File: src/rtl/sd_spi_engine.sv
// SPI-mode SD card command/response engine: sends a 6-byte command, collects an
// R1..R7 response and optionally a data block, all through one byte-serial SPI mode 0 engine.
module sd_spi_engine #(
    parameter int CLK_DIV     = 4,
    parameter int NCR_MAX     = 8,
    parameter int TOKEN_MAX   = 64,
    parameter int BLOCK_BYTES = 512
) (
    input  logic        clock,
    input  logic        reset,
    input  logic        start,
    input  logic [47:0] cmd,
    input  logic [2:0]  resp_len,
    input  logic        read_block,
    output logic        busy,
    output logic        done,
    output logic        timeout,
    output logic [39:0] resp,
    output logic [7:0]  data_out,
    output logic        data_valid,
    output logic        sd_sclk,
    output logic        sd_mosi,
    output logic        sd_cs_n,
    input  logic        sd_miso
);

    typedef enum logic [2:0] {
        IDLE, SEND, WAIT_R, RESP, WAIT_TOK, DATA, CRC, FINISH
    } state_t;

    state_t      state, state_next;
    logic        timeout_next;

    logic [15:0] div_cnt;
    logic [3:0]  bit_cnt;
    logic [12:0] byte_cnt;
    logic [6:0]  tx_sr;      // bits still to send after the one on sd_mosi
    logic [7:0]  rx_sr;
    logic [39:0] cmd_rest;   // command bytes not yet loaded into tx_sr
    logic [2:0]  len_r;
    logic        blk_r;
    logic        r1_err;

    logic        tick, rise, fall, byte_end;

    assign tick     = (state != IDLE) && (div_cnt == 16'(CLK_DIV - 1));
    assign rise     = tick && !sd_sclk;
    assign fall     = tick && sd_sclk;
    // A byte ends on the falling edge that follows its 8th rising edge.
    assign byte_end = fall && (bit_cnt == 4'd8);

    always_ff @(posedge clock) begin
        if (reset) state <= IDLE;
        else       state <= state_next;
    end

    always_comb begin
        // NOTE: every output of this block gets a default first so no path infers a latch.
        state_next   = state;
        timeout_next = 1'b0;
        case (state)
            IDLE:     if (start) state_next = SEND;
            SEND:     if (byte_end && byte_cnt == 13'd5) state_next = WAIT_R;
            WAIT_R: begin
                if (byte_end) begin
                    if (!rx_sr[7]) begin
                        if (len_r != 3'd1)                     state_next = RESP;
                        else if (blk_r && rx_sr[6:0] == 7'd0)  state_next = WAIT_TOK;
                        else                                   state_next = FINISH;
                    end else if (byte_cnt == 13'(NCR_MAX - 1)) begin
                        state_next   = FINISH;
                        timeout_next = 1'b1;
                    end
                end
            end
            RESP: begin
                if (byte_end && byte_cnt == {10'd0, len_r - 3'd2})
                    state_next = (blk_r && !r1_err) ? WAIT_TOK : FINISH;
            end
            WAIT_TOK: begin
                if (byte_end) begin
                    if (rx_sr == 8'hFE) begin
                        state_next = DATA;
                    end else if (rx_sr != 8'hFF || byte_cnt == 13'(TOKEN_MAX - 1)) begin
                        state_next   = FINISH;
                        timeout_next = 1'b1;
                    end
                end
            end
            DATA:     if (byte_end && byte_cnt == 13'(BLOCK_BYTES - 1)) state_next = CRC;
            CRC:      if (byte_end && byte_cnt == 13'd1) state_next = FINISH;
            FINISH:   if (byte_end) state_next = IDLE;
            default:  state_next = IDLE;
        endcase
    end

    always_ff @(posedge clock) begin
        if (reset) begin
            busy       <= 1'b0;
            done       <= 1'b0;
            timeout    <= 1'b0;
            resp       <= '0;
            data_out   <= '0;
            data_valid <= 1'b0;
            sd_sclk    <= 1'b0;
            sd_mosi    <= 1'b1;
            sd_cs_n    <= 1'b1;
            div_cnt    <= '0;
            bit_cnt    <= '0;
            byte_cnt   <= '0;
            tx_sr      <= '1;
            rx_sr      <= '0;
            cmd_rest   <= '0;
            len_r      <= 3'd1;
            blk_r      <= 1'b0;
            r1_err     <= 1'b0;
        end else begin
            done       <= 1'b0;
            data_valid <= 1'b0;
            if (state == IDLE) begin
                div_cnt  <= '0;
                bit_cnt  <= '0;
                byte_cnt <= '0;
                sd_sclk  <= 1'b0;
                if (start) begin
                    sd_mosi  <= cmd[47];
                    tx_sr    <= cmd[46:40];
                    cmd_rest <= cmd[39:0];
                    len_r    <= (resp_len == 3'd0 || resp_len > 3'd5) ? 3'd1 : resp_len;
                    blk_r    <= read_block;
                    r1_err   <= 1'b0;
                    resp     <= '0;
                    timeout  <= 1'b0;
                    busy     <= 1'b1;
                    sd_cs_n  <= 1'b0;
                end
            end else begin
                div_cnt <= tick ? 16'd0 : div_cnt + 16'd1;
                if (rise) begin
                    sd_sclk <= 1'b1;
                    rx_sr   <= {rx_sr[6:0], sd_miso};
                    bit_cnt <= bit_cnt + 4'd1;
                    if (state == DATA && bit_cnt == 4'd7) begin
                        data_out   <= {rx_sr[6:0], sd_miso};
                        data_valid <= 1'b1;
                    end
                end
                if (fall) begin
                    sd_sclk <= 1'b0;
                    if (byte_end) begin
                        bit_cnt  <= '0;
                        byte_cnt <= (state_next != state) ? 13'd0 : byte_cnt + 13'd1;
                        if (state == SEND && state_next == SEND) begin
                            sd_mosi  <= cmd_rest[39];
                            tx_sr    <= cmd_rest[38:32];
                            cmd_rest <= {cmd_rest[31:0], 8'hFF};
                        end else begin
                            sd_mosi <= 1'b1;
                            tx_sr   <= '1;
                        end
                        case (state)
                            WAIT_R: begin
                                if (!rx_sr[7]) begin
                                    resp   <= {resp[31:0], rx_sr};
                                    r1_err <= |rx_sr[6:0];
                                end
                            end
                            RESP:   resp <= {resp[31:0], rx_sr};
                            FINISH: begin
                                done <= 1'b1;
                                busy <= 1'b0;
                            end
                            default: ;
                        endcase
                        if (timeout_next)           timeout <= 1'b1;
                        if (state_next == FINISH)   sd_cs_n <= 1'b1;
                    end else begin
                        sd_mosi <= tx_sr[6];
                        tx_sr   <= {tx_sr[5:0], 1'b1};
                    end
                end
            end
        end
    end

endmodule

File: config.mk
export PLATFORM = sky130hd
export DESIGN_NAME = sd_spi_engine
export DESIGN_NICKNAME = d
export VERILOG_FILES = /design/src/rtl/sd_spi_engine.sv
export SDC_FILE = /design/constraint.sdc
export NUM_CORES = 1
export LEC_CHECK = 0
export BUFFER_PORTS_ARGS = -buffer_cell sky130_fd_sc_hd__buf_2
export CAP_MARGIN = 20
export CORE_MARGIN = 1.5
export CORE_UTILIZATION = 60
export DETAILED_ROUTE_END_ITERATION = 6
export PLACE_DENSITY = 0.84
export SYNTH_ARGS = -nofsm -noshare
export SYNTH_HDL_FRONTEND = slang
export SYNTH_SLANG_ARGS = --single-unit
File: constraint.sdc
create_clock -name clock -period 6.35 [get_ports clock]
set_input_delay 0.3175 -clock clock [delete_from_list [all_inputs] [get_ports clock]]
set_output_delay 0.3175 -clock clock [all_outputs]
set_load 0.02 [all_outputs]
==> flow_summary.ini <==
[setup_path]
critical_path_required_ns = 6.77
cp_data_arrival_time_ns = 3.60
endpoint_kind = flip-flop
setup.worst_path.class = reg -> reg
reg2reg_setup_slack_ns = 3.18
reg2reg_from = div_cnt[0]
crit_fanout = 72
rr_endpoint = cmd_rest[30]
critical_path.startpoint_type = flip-flop
worst_r2r_path_depth = 9
setup.worst_path.end = cmd_rest[30]
crit_start = div_cnt[0]

[synth]
synthesis.yosys.warnings = 0
netlist-cell-type-count = 55
synth-main-ff-cell = dfxtp_1
syn-mean-instance-area_um2 = 8.11
syn_nets = 866
synth.cell_area_um2 = 6530
synth.ff_latch_count = 151
postSynthCellCount = 805
synth-async-reset-ratio_pct = 0
seq_area_frac_synth_pct = 46.3
number_of_enable_type_register_cells_in_the_synthesized_netlist = 0

[floorplanning]
core_area_um2 = 10500
dieHeight_um = 107
placementRows = 37
io_pins = 111
initial_utilization_pct = 62.4
die_area_um2 = 11500
die_width_um = 107

[clock_tree]
tritoncts.num_buffers = 17
cts_buffer_depth = 2
cts-resized-gates = 0
cts_hold_buffers = 0
cts.sink_count = 151
cts-htree-levels = 4
clk_root_buffer_cell = clkbuf_8
cts_tree = yes
clkTransAtPathRegs_ns = 0.06
post-cts-setup-buffer-count = 0
clock_latency_ns = 0.53

[finish]
final_common_cell = dfxtp_1
area_delta_synth_final_pct = 17.4
multiInputGateArea_um2 = 3270
final_design_utilization_pct = 73.3
layout.nets = 948
reg_area_um2 = 3020
finalNonFillerCells = 1034
mostFrequentLayoutCells = dfxtp_1 (151), nand2_1 (147), nor2_1 (135)
antennaDiodeCount = 0
final_instance_area_um2 = 7670
filler_cell_count = 812
layout-drive-gt1-share_pct = 17.9

[sta]
grt_setup_unrepaired = false
fin_crit_sh_pct = 50.0
maxSlewHeadroom_pct = 40.4
fin_worst_skew_ns = 0.00927
report.final.hold_viol_count = 0
finalSetupViolations = 0
slew_violations = 0
setup_tns_ns = 0
finalCriticalPeriod_ns = 3.17
worst_slew_pin_slew_ns = 0.881
maxClockFrequency_mhz = 315

[place]
detailed_place_hpwl_mm = 11.0
placed_cells_incl_taps = 1004
portBuffers = 110
place.gp.congestion = 0.939
post_dp_cell_area_um2 = 7120

[route]
drcViolationCount = 0
dr.first_iter.drc_count = 572
detail_route.vias_per_cell = 5.99
dr.pass1.iters = 6
dr_total_vias = 6196
post_drt_wl_per_cell_um = 15.6
drtAntennaViolNets = 0
routed_wl_mm = 16.2

[run_status]
outcome = complete, no violations

[flow_run]
timing.max_cap.violations = 0

[power]
worst_ir_drop_vdd_v = 0.000215
power_per_cell_area_nw_per_um2 = 269
sequential_cell_fraction_of_total_power_pct = 48.3
power.net_switching_mw = 0.475
power.share.switching_pct = 23.1
finalPower_mw = 2.06
cellLeakagePower_nw = 3.04
clock_power_share_pct = 45.1
power.internal_mw = 1.58
comb_power_share_pct = 6.6

[global_routing]
track_usage_pct = 29.2
grt_antenna_before_repair = 0
global_route_wire_length_before_repair_mm = 27.1
grt_max_degree = 86
globalRoute.totalOverflow = 0
grt_pass1_vias = 5828

[min_path]
min-delay-start = read_block
holdCritPathClass = in -> reg
[stage by stage]
stage | setup slack (ns) | hold slack [ns]
after floorplan | 3.73 | 0.426
after global placement | 3.24 | 0.438
after detailed placement | 3.27 | 0.450
after CTS | 3.22 | 0.00247
after global routing | 2.85 | 0.0190
final | 3.18 | 0.0278
[cell type report]
cell class,count,area share [%]
well taps,136,2.22
multi-input cells,589,42.7
repair buffers,119,8.06
flip-flops and latches,151,39.4
clock buffers,23,6.22
inverters,9,0.441
clock inverters,7,0.914
[worst min-delay path by stage]
stage                       end  slack, ns  cells past startpoint
finish                    blk_r       0.03                      3
global route              blk_r       0.02                      3
CTS                       blk_r      0.002                      3
detailed placement  data_out[2]       0.45                      2
global placement    data_out[2]       0.44                      2
floorplan            div_cnt[0]       0.43                      1
[power by group through the flow]
| stage | Combinational [mW] | Sequential [mW] | Clock [mW] |
|---|---|---|---|
| after global placement | 0.130 | 1.01 | 0 |
| after floorplan | 0.0955 | 1.01 | 0 |
| after detailed placement | 0.135 | 1.01 | 0 |
| final | 0.136 | 0.994 | 0.929 |
| after CTS | 0.136 | 0.994 | 0.940 |
| after global routing | 0.153 | 0.998 | 0.987 |
[registers in the layout, summed over array words and instances (netlist names)]
signal      cells
cmd_rest       40
data_out        8
bit_cnt         4
sd_sclk         1
div_cnt        16
sd_mosi         1
sd_cs_n         1
rx_sr           8
data_valid      1
blk_r           1
tx_sr           7
len_r           3
state           3
busy            1
timeout         1
done            1
r1_err          1
byte_cnt       13
resp           40
[Yosys cell counts, types with 10 or more instances]
| library cell | instances | area [µm²] |
|---|---|---|
| clkbuf_1 | 52 | 195 |
| nand2_1 | 147 | 552 |
| a22oi_1 | 19 | 143 |
| or3_1 | 11 | 68.8 |
| nor3_1 | 21 | 105 |
| a311oi_1 | 33 | 289 |
| nand4_1 | 10 | 62.6 |
| and3_1 | 11 | 68.8 |
| nand3_1 | 17 | 85.1 |
| a21oi_1 | 41 | 205 |
| xnor2_1 | 17 | 149 |
| xor2_1 | 11 | 96.3 |
| nor2_1 | 135 | 507 |
| o21ai_0 | 20 | 100 |
| a22o_1 | 20 | 175 |
| dfxtp_1 | 151 | 3020 |
[critical path, cell delays in order (launching register included)]
cell and delay (ns):
dfxtp_1 0.38, ha_1 0.23, nor4b_1 0.38, and4_1 0.48
nand2_2 0.24, a21o_1 0.24, a21oi_4 0.13, buf_4 0.53
nor2_1 0.11, a311oi_1 0.31
[per-layer routing]
layer | track usage, % | vias to the layer above | wire length [µm] | share of wire (%)
met5 | 0 | - | 0 | 0
met4 | 10.0 | 0 | 218 | 1.3
met3 | 5.75 | 22 | 1140 | 7.1
met2 | 48.7 | 266 | 7870 | 49
met1 | 37.8 | 2906 | 6930 | 43
li1 | - | 3002 | - | -
[logic make-up after synthesis]
family / Yosys count / share of synthesized area, %
and+or+nand+nor: 395 / 27.5
adders and majority gates: 5 / 0.958
AOI/OAI and AO/OA: 159 / 17.2
xor gates and xnor gates: 28 / 3.76
buffers and inverters: 65 / 3.89
muxes: 2 / 0.383
DFF: 151 / 46.3
(Power assumes the default switching activity.)
